<file path="config.mk">
export PLATFORM = sky130hd
export DESIGN_NAME = i2c_target_regs
export DESIGN_NICKNAME = d
export VERILOG_FILES = /design/src/rtl/i2c_target_regs.sv
export SDC_FILE = /design/constraint.sdc
export NUM_CORES = 1
export LEC_CHECK = 0
export ABC_AREA = 1
export CORE_MARGIN = 5
export CORE_UTILIZATION = 40
export DETAILED_ROUTE_END_ITERATION = 7
export GPL_ROUTABILITY_DRIVEN = 0
export PLACE_DENSITY = 0.58
export SLEW_MARGIN = 20
export SYNTH_ARGS = -nofsm -noshare
export SYNTH_HDL_FRONTEND = slang
export SYNTH_SLANG_ARGS = --single-unit
export TNS_END_PERCENT = 50
</file>
<file path="constraint.sdc">
create_clock -name clk -period 5.3 [get_ports clk]
set_input_delay 0.795 -clock clk [delete_from_list [all_inputs] [get_ports clk]]
set_output_delay 0.795 -clock clk [all_outputs]
set_load 0.01 [all_outputs]
</file>
<file path="src/rtl/i2c_target_regs.sv">
// I2C target answering a 7-bit address, backed by a 4-byte register bank that is
// also reachable from an Avalon-MM slave. SDA is driven open-drain, no clock stretching.
module i2c_target_regs #(
  parameter logic [6:0] I2C_ADDR = 7'h48
) (
  input  logic       clk,
  input  logic       reset,
  input  logic [1:0] address,
  input  logic       chipselect,
  input  logic       write_n,
  input  logic [7:0] writedata,
  output logic [7:0] readdata,
  input  logic       scl_in,
  input  logic       sda_in,
  output logic       sda_oe,
  output logic       busy,
  output logic       rx_strobe
);

  typedef enum logic [3:0] {
    IDLE, ADDR, ADDR_ACK, PTR, PTR_ACK, WDATA, WDATA_ACK, RDATA, RDATA_ACK
  } state_t;

  state_t     state_q;
  logic [7:0] bank_q [4];
  logic [1:0] ptr_q;
  logic [6:0] shift_q;
  logic [7:0] tx_q;
  logic [3:0] cnt_q;
  logic       ack_hold_q;
  logic       rw_q;
  logic       sda_oe_q;
  logic       rx_strobe_q;

  logic [1:0] scl_sync_q, sda_sync_q;
  logic       scl_prev_q, sda_prev_q;

  logic       scl_cur, sda_cur;
  logic       scl_rise, scl_fall, start_det, stop_det;
  logic [7:0] byte_d;
  logic [1:0] ptr_inc_d;
  logic       last_bit_d;
  logic       av_we_d;

  // Two-flop synchronizers plus a history flop; idle bus level is high.
  always_ff @(posedge clk or posedge reset) begin
    if (reset) begin
      scl_sync_q <= '1;
      sda_sync_q <= '1;
      scl_prev_q <= 1'b1;
      sda_prev_q <= 1'b1;
    end else begin
      scl_sync_q <= {scl_sync_q[0], scl_in};
      sda_sync_q <= {sda_sync_q[0], sda_in};
      scl_prev_q <= scl_sync_q[1];
      sda_prev_q <= sda_sync_q[1];
    end
  end

  always_comb begin
    scl_cur    = scl_sync_q[1];
    sda_cur    = sda_sync_q[1];
    scl_rise   = ~scl_prev_q & scl_cur;
    scl_fall   = scl_prev_q & ~scl_cur;
    start_det  = scl_prev_q & scl_cur & sda_prev_q & ~sda_cur;
    stop_det   = scl_prev_q & scl_cur & ~sda_prev_q & sda_cur;
    byte_d     = {shift_q, sda_cur};
    ptr_inc_d  = ptr_q + 2'd1;
    last_bit_d = (cnt_q == 4'd7);
    av_we_d    = chipselect & ~write_n;
  end

  always_ff @(posedge clk or posedge reset) begin
    if (reset) begin
      state_q     <= IDLE;
      for (int unsigned i = 0; i < 4; i++) bank_q[i] <= '0;
      ptr_q       <= '0;
      shift_q     <= '0;
      tx_q        <= '0;
      cnt_q       <= '0;
      ack_hold_q  <= 1'b0;
      rw_q        <= 1'b0;
      sda_oe_q    <= 1'b0;
      rx_strobe_q <= 1'b0;
    end else begin
      rx_strobe_q <= 1'b0;
      if (start_det) begin
        state_q    <= ADDR;
        cnt_q      <= '0;
        sda_oe_q   <= 1'b0;
        ack_hold_q <= 1'b0;
      end else if (stop_det) begin
        state_q    <= IDLE;
        cnt_q      <= '0;
        sda_oe_q   <= 1'b0;
        ack_hold_q <= 1'b0;
      end else begin
        case (state_q)
          IDLE: ;
          ADDR, PTR, WDATA: begin
            if (scl_rise) begin
              shift_q <= byte_d[6:0];
              cnt_q   <= cnt_q + 4'd1;
              if (last_bit_d) begin
                cnt_q <= '0;
                if (state_q == ADDR) begin
                  if (byte_d[7:1] == I2C_ADDR) begin
                    rw_q    <= byte_d[0];
                    state_q <= ADDR_ACK;
                  end else begin
                    state_q <= IDLE;
                  end
                end else if (state_q == PTR) begin
                  ptr_q   <= byte_d[1:0];
                  state_q <= PTR_ACK;
                end else begin
                  bank_q[ptr_q] <= byte_d;
                  rx_strobe_q   <= 1'b1;
                  ptr_q         <= ptr_inc_d;
                  state_q       <= WDATA_ACK;
                end
              end
            end
          end
          ADDR_ACK, PTR_ACK, WDATA_ACK: begin
            if (scl_fall) begin
              if (!ack_hold_q) begin
                sda_oe_q   <= 1'b1;
                ack_hold_q <= 1'b1;
              end else begin
                ack_hold_q <= 1'b0;
                sda_oe_q   <= 1'b0;
                // Read: the fall that ends the ACK also launches the first data bit.
                if (state_q == ADDR_ACK && rw_q) begin
                  tx_q     <= {bank_q[ptr_q][6:0], 1'b0};
                  sda_oe_q <= ~bank_q[ptr_q][7];
                  cnt_q    <= 4'd1;
                  state_q  <= RDATA;
                end else if (state_q == ADDR_ACK) begin
                  state_q <= PTR;
                end else begin
                  state_q <= WDATA;
                end
              end
            end
          end
          RDATA: begin
            if (scl_fall) begin
              if (cnt_q == 4'd8) begin
                sda_oe_q <= 1'b0;
                cnt_q    <= '0;
                state_q  <= RDATA_ACK;
              end else begin
                sda_oe_q <= ~tx_q[7];
                tx_q     <= {tx_q[6:0], 1'b0};
                cnt_q    <= cnt_q + 4'd1;
              end
            end
          end
          RDATA_ACK: begin
            if (scl_rise) begin
              if (!sda_cur) begin
                ptr_q   <= ptr_inc_d;
                tx_q    <= bank_q[ptr_inc_d];
                state_q <= RDATA;
              end else begin
                state_q <= IDLE;
              end
            end
          end
          default: state_q <= IDLE;
        endcase
      end
      // Placed last so an Avalon write overrides a same-cycle I2C write.
      if (av_we_d) bank_q[address] <= writedata;
    end
  end

  always_comb begin
    readdata  = chipselect ? bank_q[address] : '0;
    sda_oe    = sda_oe_q;
    rx_strobe = rx_strobe_q;
    busy      = (state_q != IDLE);
  end

endmodule

</file>
==> impl_metrics.toml, run 1 <==
[route]
wl_per_cell_um = 17.0
viasPerCell = 5.53
firstDrtPassIters = 6
route.vias.total = 4499
postRouteAntennaNets = 0
drt_iter0_markers = 382
remaining_drc_errors = 0
drt-total-wl_um = 13900

[global_routing]
grt_pass1_vias = 4444
grt_usage_pct = 22.4
grt_pass1_wl_um = 22900
overflow = 0
antenna_found_initial = 0
grt_max_degree = 68

[timing]
tightestPinTransition_ps = 1040
slew_headroom_pct = 30.4
finClkSkew_ps = 9.95
setup_viol = 0
finalCriticalPeriod_ps = 3520
fmax_mhz = 284
finalHoldViolCount = 0
slew_viol_final = 0
rsz0062_at_grt = "false"
finalSetupTns_ps = 0
min_period_over_period_pct = 66.5

[yosys]
syn_area_um2 = 4390
synthTopCellsByCount = "191 x nand2_1, 66 x inv_1, 64 x o21ai_0, 61 x dfrtp_1, 55 x a21oi_1"
syn-num-nets = 670
synth_cell_type_count = 33
syn_avg_cell_area_um2 = 6.77
yosys.area.top_type_share_pct = 34.8
syn_inst = 648
post-synth-top-count-cell = "nand2_1"
ys_top_cells_by_area = "dfrtp_1 35%, nand2_1 16%, o21ai_0 7.3%"
synthArstFlopShare_pct = 100
ys_ff_latch = 67
seq_area_frac_synth_pct = 38.4
synth_top_area_cell = "dfrtp_1"
yosysWarnings = 0
synth_edf_count = 0
synthFlopType = "dfrtp_1"

[finish]
design_area_um2 = 4980
nNetsFinal = 690
final_layout_size_suffix_gt1_share_pct = 8.17
syn_to_final_growth_pct = 13.4
antenna_cells = 0

[power]
seqPwrFrac_pct = 43.9
p_per_area_nw_per_um2 = 310
clock_power_share_pct = 32.4
p_switching_w = 0.000542
p_int_w = 0.00100
sw_frac_of_total_pct = 35.1
combPwrFrac_pct = 23.7
vdd_drop_max_uv = 143
power_leakage_nw = 2.46

[worst_hold_path]
min_path_type = "reg -> reg"

[clocking]
worstSkewPairLatency_ps = 370
ctsResizeCount = 0
h-tree-depth = 3
root_buffer = "clkbuf_8"
tritoncts = "yes"
post_cts_buffers = 0
cts_buffer_depth = 2
cts_hold_buf = 0
clk_pin_slew_worst_paths_ps = 80
numCtsBuffers = 9
cts.sinks = 67

[floorplanning]
num_io_pins = 27
die-area_um2 = 13200
die_w_um = 115
core_area_um2 = 10800
start_util_pct = 40.7
fp.dieH_um = 115
num_rows = 38

[critical_path]
crit_type = "in -> out"
path_max_fanout = 9
crit_path_end_kind = "output port"
cp.arrival_ps = 2730
required_ps = 4510
cp-start-kind = "input pin"

[placement]
port_buffers = 26
hpwl_um = 10100
placed_area_um2 = 4750

[flow_run]
drv_cap = 0

[outcome]
outcome = "finished, final reports clean"
-- metrics by stage --
step / util [%] / power (W) / worst slack (ps) / hold WS (ps) / instances
floorplan: - / 0.000905 / 2830 / 345 / 648
global placement: 44.0 / 0.00104 / 1940 / 345 / 797
detailed placement: 44.0 / 0.00105 / 1860 / 347 / 797
CTS: 46.1 / 0.00155 / 1850 / 359 / 813
global route: 46.1 / 0.00163 / 1730 / 366 / 813
finish: 46.1 / 0.00154 / 1780 / 358 / 813
-- area by class of cell --
| type | instances | area, µm² |
|---|---|---|
| Fill cell | 1106 | 5820 |
| Multi-Input combinational cell | 488 | 2340 |
| Sequential cell | 67 | 1680 |
| Inverter | 74 | 278 |
| Timing Repair Buffer | 28 | 275 |
| Tap cell | 140 | 175 |
| Clock buffer | 10 | 138 |
| Clock inverter | 6 | 88.8 |
-- flip-flops by register name, summed over array words and instances, names as in the netlist, 2 cells and up --
name	count
sda_sync_q	2
tx_q	8
state_q	4
cnt_q	4
scl_sync_q	2
shift_q	7
ptr_q	2
bank_q	32
-- worst max-delay path: stages --
cell and delay (ps):
clkdlybuf4s50_1 530, inv_1 80, nand2_1 280, o21ai_0 170, a221oi_1 300, nor2_1 90
clkdlybuf4s50_1 490
-- per-layer routing --
layer  track usage (%)  vias to the layer above  part of all wire (%)
met1              29.0                     2107                    44
li1                  -                     2183                     -
met5                 0                        -                     0
met2              36.0                      169                    46
met4              11.7                        0                   3.9
met3              3.74                       40                   6.7
-- power by group through the flow --
stage / logic, W / clock network [W] / registers (W)
floorplan: 0.000257 / 0 / 0.000648
global placement: 0.000356 / 0 / 0.000685
detailed placement: 0.000362 / 0 / 0.000686
CTS: 0.000364 / 0.000507 / 0.000676
global route: 0.000419 / 0.000525 / 0.000687
finish: 0.000367 / 0.000501 / 0.000677
-- final timing paths --
path                                    start       endpoint  slack [ps]  cells after the start
worst max-delay path               address[0]    readdata[6]        1780                      7
worst min-delay path            scl_sync_q[0]  scl_sync_q[1]         360                      0
worst max register to register       ptr_q[1]        tx_q[3]        1970                     10
worst min register to register  scl_sync_q[0]  scl_sync_q[1]         360                      0
max in group asynchronous               reset     bank_q[12]        3730                      3
min in group asynchronous               reset     shift_q[5]        1000                      3
-- cells by family (layout without fill, tap and decap cells) --
logic type / Yosys count / after routing / share of synthesized area (%)
simple gates: 336 / 336 / 33.7
flops: 67 / 67 / 38.4
buf+inv: 93 / 118 / 8.41
fa+ha+maj: 6 / 6 / 1.71
compound gates: 146 / 146 / 17.8
-- cells in the final DEF, fill, tap and decap left out, drive strengths merged --
master	netlist	routed
clkbuf	8	10
o22ai	7	7
nor3	5	5
buf	11	2
nand3	56	56
bufinv	0	2
dfrtp	61	61
or2	4	4
ha	6	6
a21oi	55	55
nor2	58	58
dfstp	6	6
inv	70	70
nand2	197	197
a221oi	8	8
nand4	13	13
o211ai	4	4
a31oi	1	1
clkinvlp	0	2
nand3b	3	3
clkdlybuf4s50	0	26
o21ai	71	71
clkinv	4	6
Power figures use the tool's default switching activity.
==> run 2: changes to the inputs <==
--- a/config.mk
+++ b/config.mk
@@ -10,7 +10,7 @@
 export CORE_UTILIZATION = 40
 export DETAILED_ROUTE_END_ITERATION = 7
 export GPL_ROUTABILITY_DRIVEN = 0
-export PLACE_DENSITY = 0.58
+export PLACE_DENSITY = 0.61
 export SLEW_MARGIN = 20
 export SYNTH_ARGS = -nofsm -noshare
 export SYNTH_HDL_FRONTEND = slang
==> constraint.sdc (replaced) <==
create_clock -name clk -period 3 [get_ports clk]
set_input_delay 0.45 -clock clk [delete_from_list [all_inputs] [get_ports clk]]
set_output_delay 0.45 -clock clk [all_outputs]
set_load 0.01 [all_outputs]
==> run 2 against run 1 <==
Total power is 82% higher. First-iteration DRC count grew 48%. Final cell count increased by 0.86%. Count of clock-buffer cells in the layout down 1. Non-clock buffer count increased by 7. Register-to-register slack lost 1200 ps. Clock power grew 92%. Sequential cell count stayed put. Global-route usage is 0.52 points lower. Critical path depth fell by 1. Combinational power grew 77%. Routed wire length fell by 0.82%. Critical endpoint is now readdata[7].
==> impl_metrics.toml, run 2 (synthesis gave the netlist of run 1 again) <==
[timing]
finClkSkew_ps = 13.0
rsz0062_at_grt = "false"
slew_headroom_pct = 51.6
min_period_over_period_pct = 93.3
finalSetupTns_ps = 0
setup_viol = 0
slew_viol_final = 0
tightestPinTransition_ps = 725
finalCriticalPeriod_ps = 2800
finalHoldViolCount = 0
fmax_mhz = 357

[floorplanning]
die_w_um = 115
fp.dieH_um = 115
core_area_um2 = 10800
num_rows = 38
num_io_pins = 27
start_util_pct = 40.7
die-area_um2 = 13200

[route]
drt_iter0_markers = 566
viasPerCell = 5.54
route.vias.total = 4545
remaining_drc_errors = 0
drt-total-wl_um = 13700
postRouteAntennaNets = 0
firstDrtPassIters = 6
wl_per_cell_um = 16.8

[placement]
hpwl_um = 10200
port_buffers = 26
dp.cells = 804

[clocking]
post_cts_buffers = 0
tritoncts = "yes"
cts.sinks = 67
cts_hold_buf = 0
h-tree-depth = 3
cts_buffer_depth = 2
numCtsBuffers = 9
worstSkewPairLatency_ps = 350
ctsResizeCount = 0
root_buffer = "clkbuf_8"
clk_pin_slew_worst_paths_ps = 90

[critical_path]
cp.arrival_ps = 2350
crit_path_end_kind = "output port"
cp-start-kind = "input pin"
required_ps = 2550
path_max_fanout = 9
crit_type = "in -> out"

[finish]
layout_common_cells = "191 x nand2_1, 65 x inv_1, 64 x o21ai_0, 61 x dfrtp_1, 55 x a21oi_1"
final_layout_size_suffix_gt1_share_pct = 8.97
instances_no_fill = 820
largestRegisters = "bank_q x32, tx_q x8, shift_q x7"
largest_register = "bank_q"
nNetsFinal = 697
antenna_cells = 0
largest_reg_flops = 32
syn_to_final_growth_pct = 15.3
layout_commonest_cell = "nand2_1"

[global_routing]
met2_usage_pct = 35.8
grt_pass1_wl_um = 22400
use_met1_pct = 30.0
busiest_layer = "met2"
antenna_found_initial = 0
grt_max_degree = 50
grt_pass1_vias = 4231
grt_usage_pct = 21.9
overflow = 0
use_met3_pct = 3.53

[power]
power_leakage_nw = 2.51
p_per_area_nw_per_um2 = 555
vdd_drop_max_uv = 276

[outcome]
outcome = "finished, final reports clean"

[flow_run]
drv_cap = 0

[worst_hold_path]
min_path_type = "reg -> reg"
==> run 2: cell count changes in the layout (fill, tap and decap cells not counted), sizes merged <==
cell,change
buf,+7
bufinv,+1
clkbuf,-1
clkinvlp,-1
inv,+1
==> run 2: final cells by class <==
cell class | instances | area [µm²]
Tap cell | 140 | 175
Multi-Input combinational cell | 488 | 2330
Inverter | 74 | 278
Clock buffer | 9 | 124
Sequential cell | 67 | 1680
Fill cell | 1106 | 5730
Timing Repair Buffer | 35 | 340
Clock inverter | 7 | 124
==> run 2: final timing paths <==
check | from | end | slack (ps) | cells past startpoint
min | sda_sync_q[0] | sda_sync_q[1] | 360 | 0
min in group asynchronous | reset | bank_q[3] | 540 | 2
max in group asynchronous | reset | scl_prev_q | 1770 | 3
max | address[0] | readdata[7] | 200 | 6
max reg2reg | ptr_q[1] | tx_q[5] | 730 | 10
min reg2reg | sda_sync_q[0] | sda_sync_q[1] | 360 | 0
==> run 2: metal layers <==
| metal | part of all wire (%) | vias to the layer above |
|---|---|---|
| met2 | 47 | 228 |
| met1 | 43 | 2087 |
| met4 | 2.7 | 0 |
| met3 | 7.3 | 33 |
| met5 | 0 | - |
| li1 | - | 2197 |
==> run 2: through the flow <==
| stage | setup WS, ps | util, % | instance area, µm² | total power, W | hold slack [ps] |
|---|---|---|---|---|---|
| 2_1_floorplan | 877 | - | 4390 | 0.00160 | 345 |
| 3_3_place_gp | 332 | 44.6 | 4810 | 0.00184 | 345 |
| 3_5_place_dp | 260 | 44.6 | 4810 | 0.00185 | 348 |
| 4_1_cts | 247 | 46.9 | 5060 | 0.00282 | 361 |
| 5_1_grt | 123 | 46.9 | 5060 | 0.00298 | 368 |
| 6_report | 201 | 46.9 | 5060 | 0.00281 | 360 |
==> run 2: critical path, cell delays in order <==
cell and delay, ps:
clkdlybuf4s50_1 530, inv_1 80, nor2_2 390, a221oi_1 200
nor2_1 140, clkdlybuf4s50_1 550
==> run 2: power by group <==
group	total, W	leakage [nW]	switching [W]	internal, W
Sequential	0.00120	0.856	0.000161	0.00104
Combinational	0.000651	1.53	0.000401	0.000249
Clock	0.000963	0.120	0.000405	0.000558
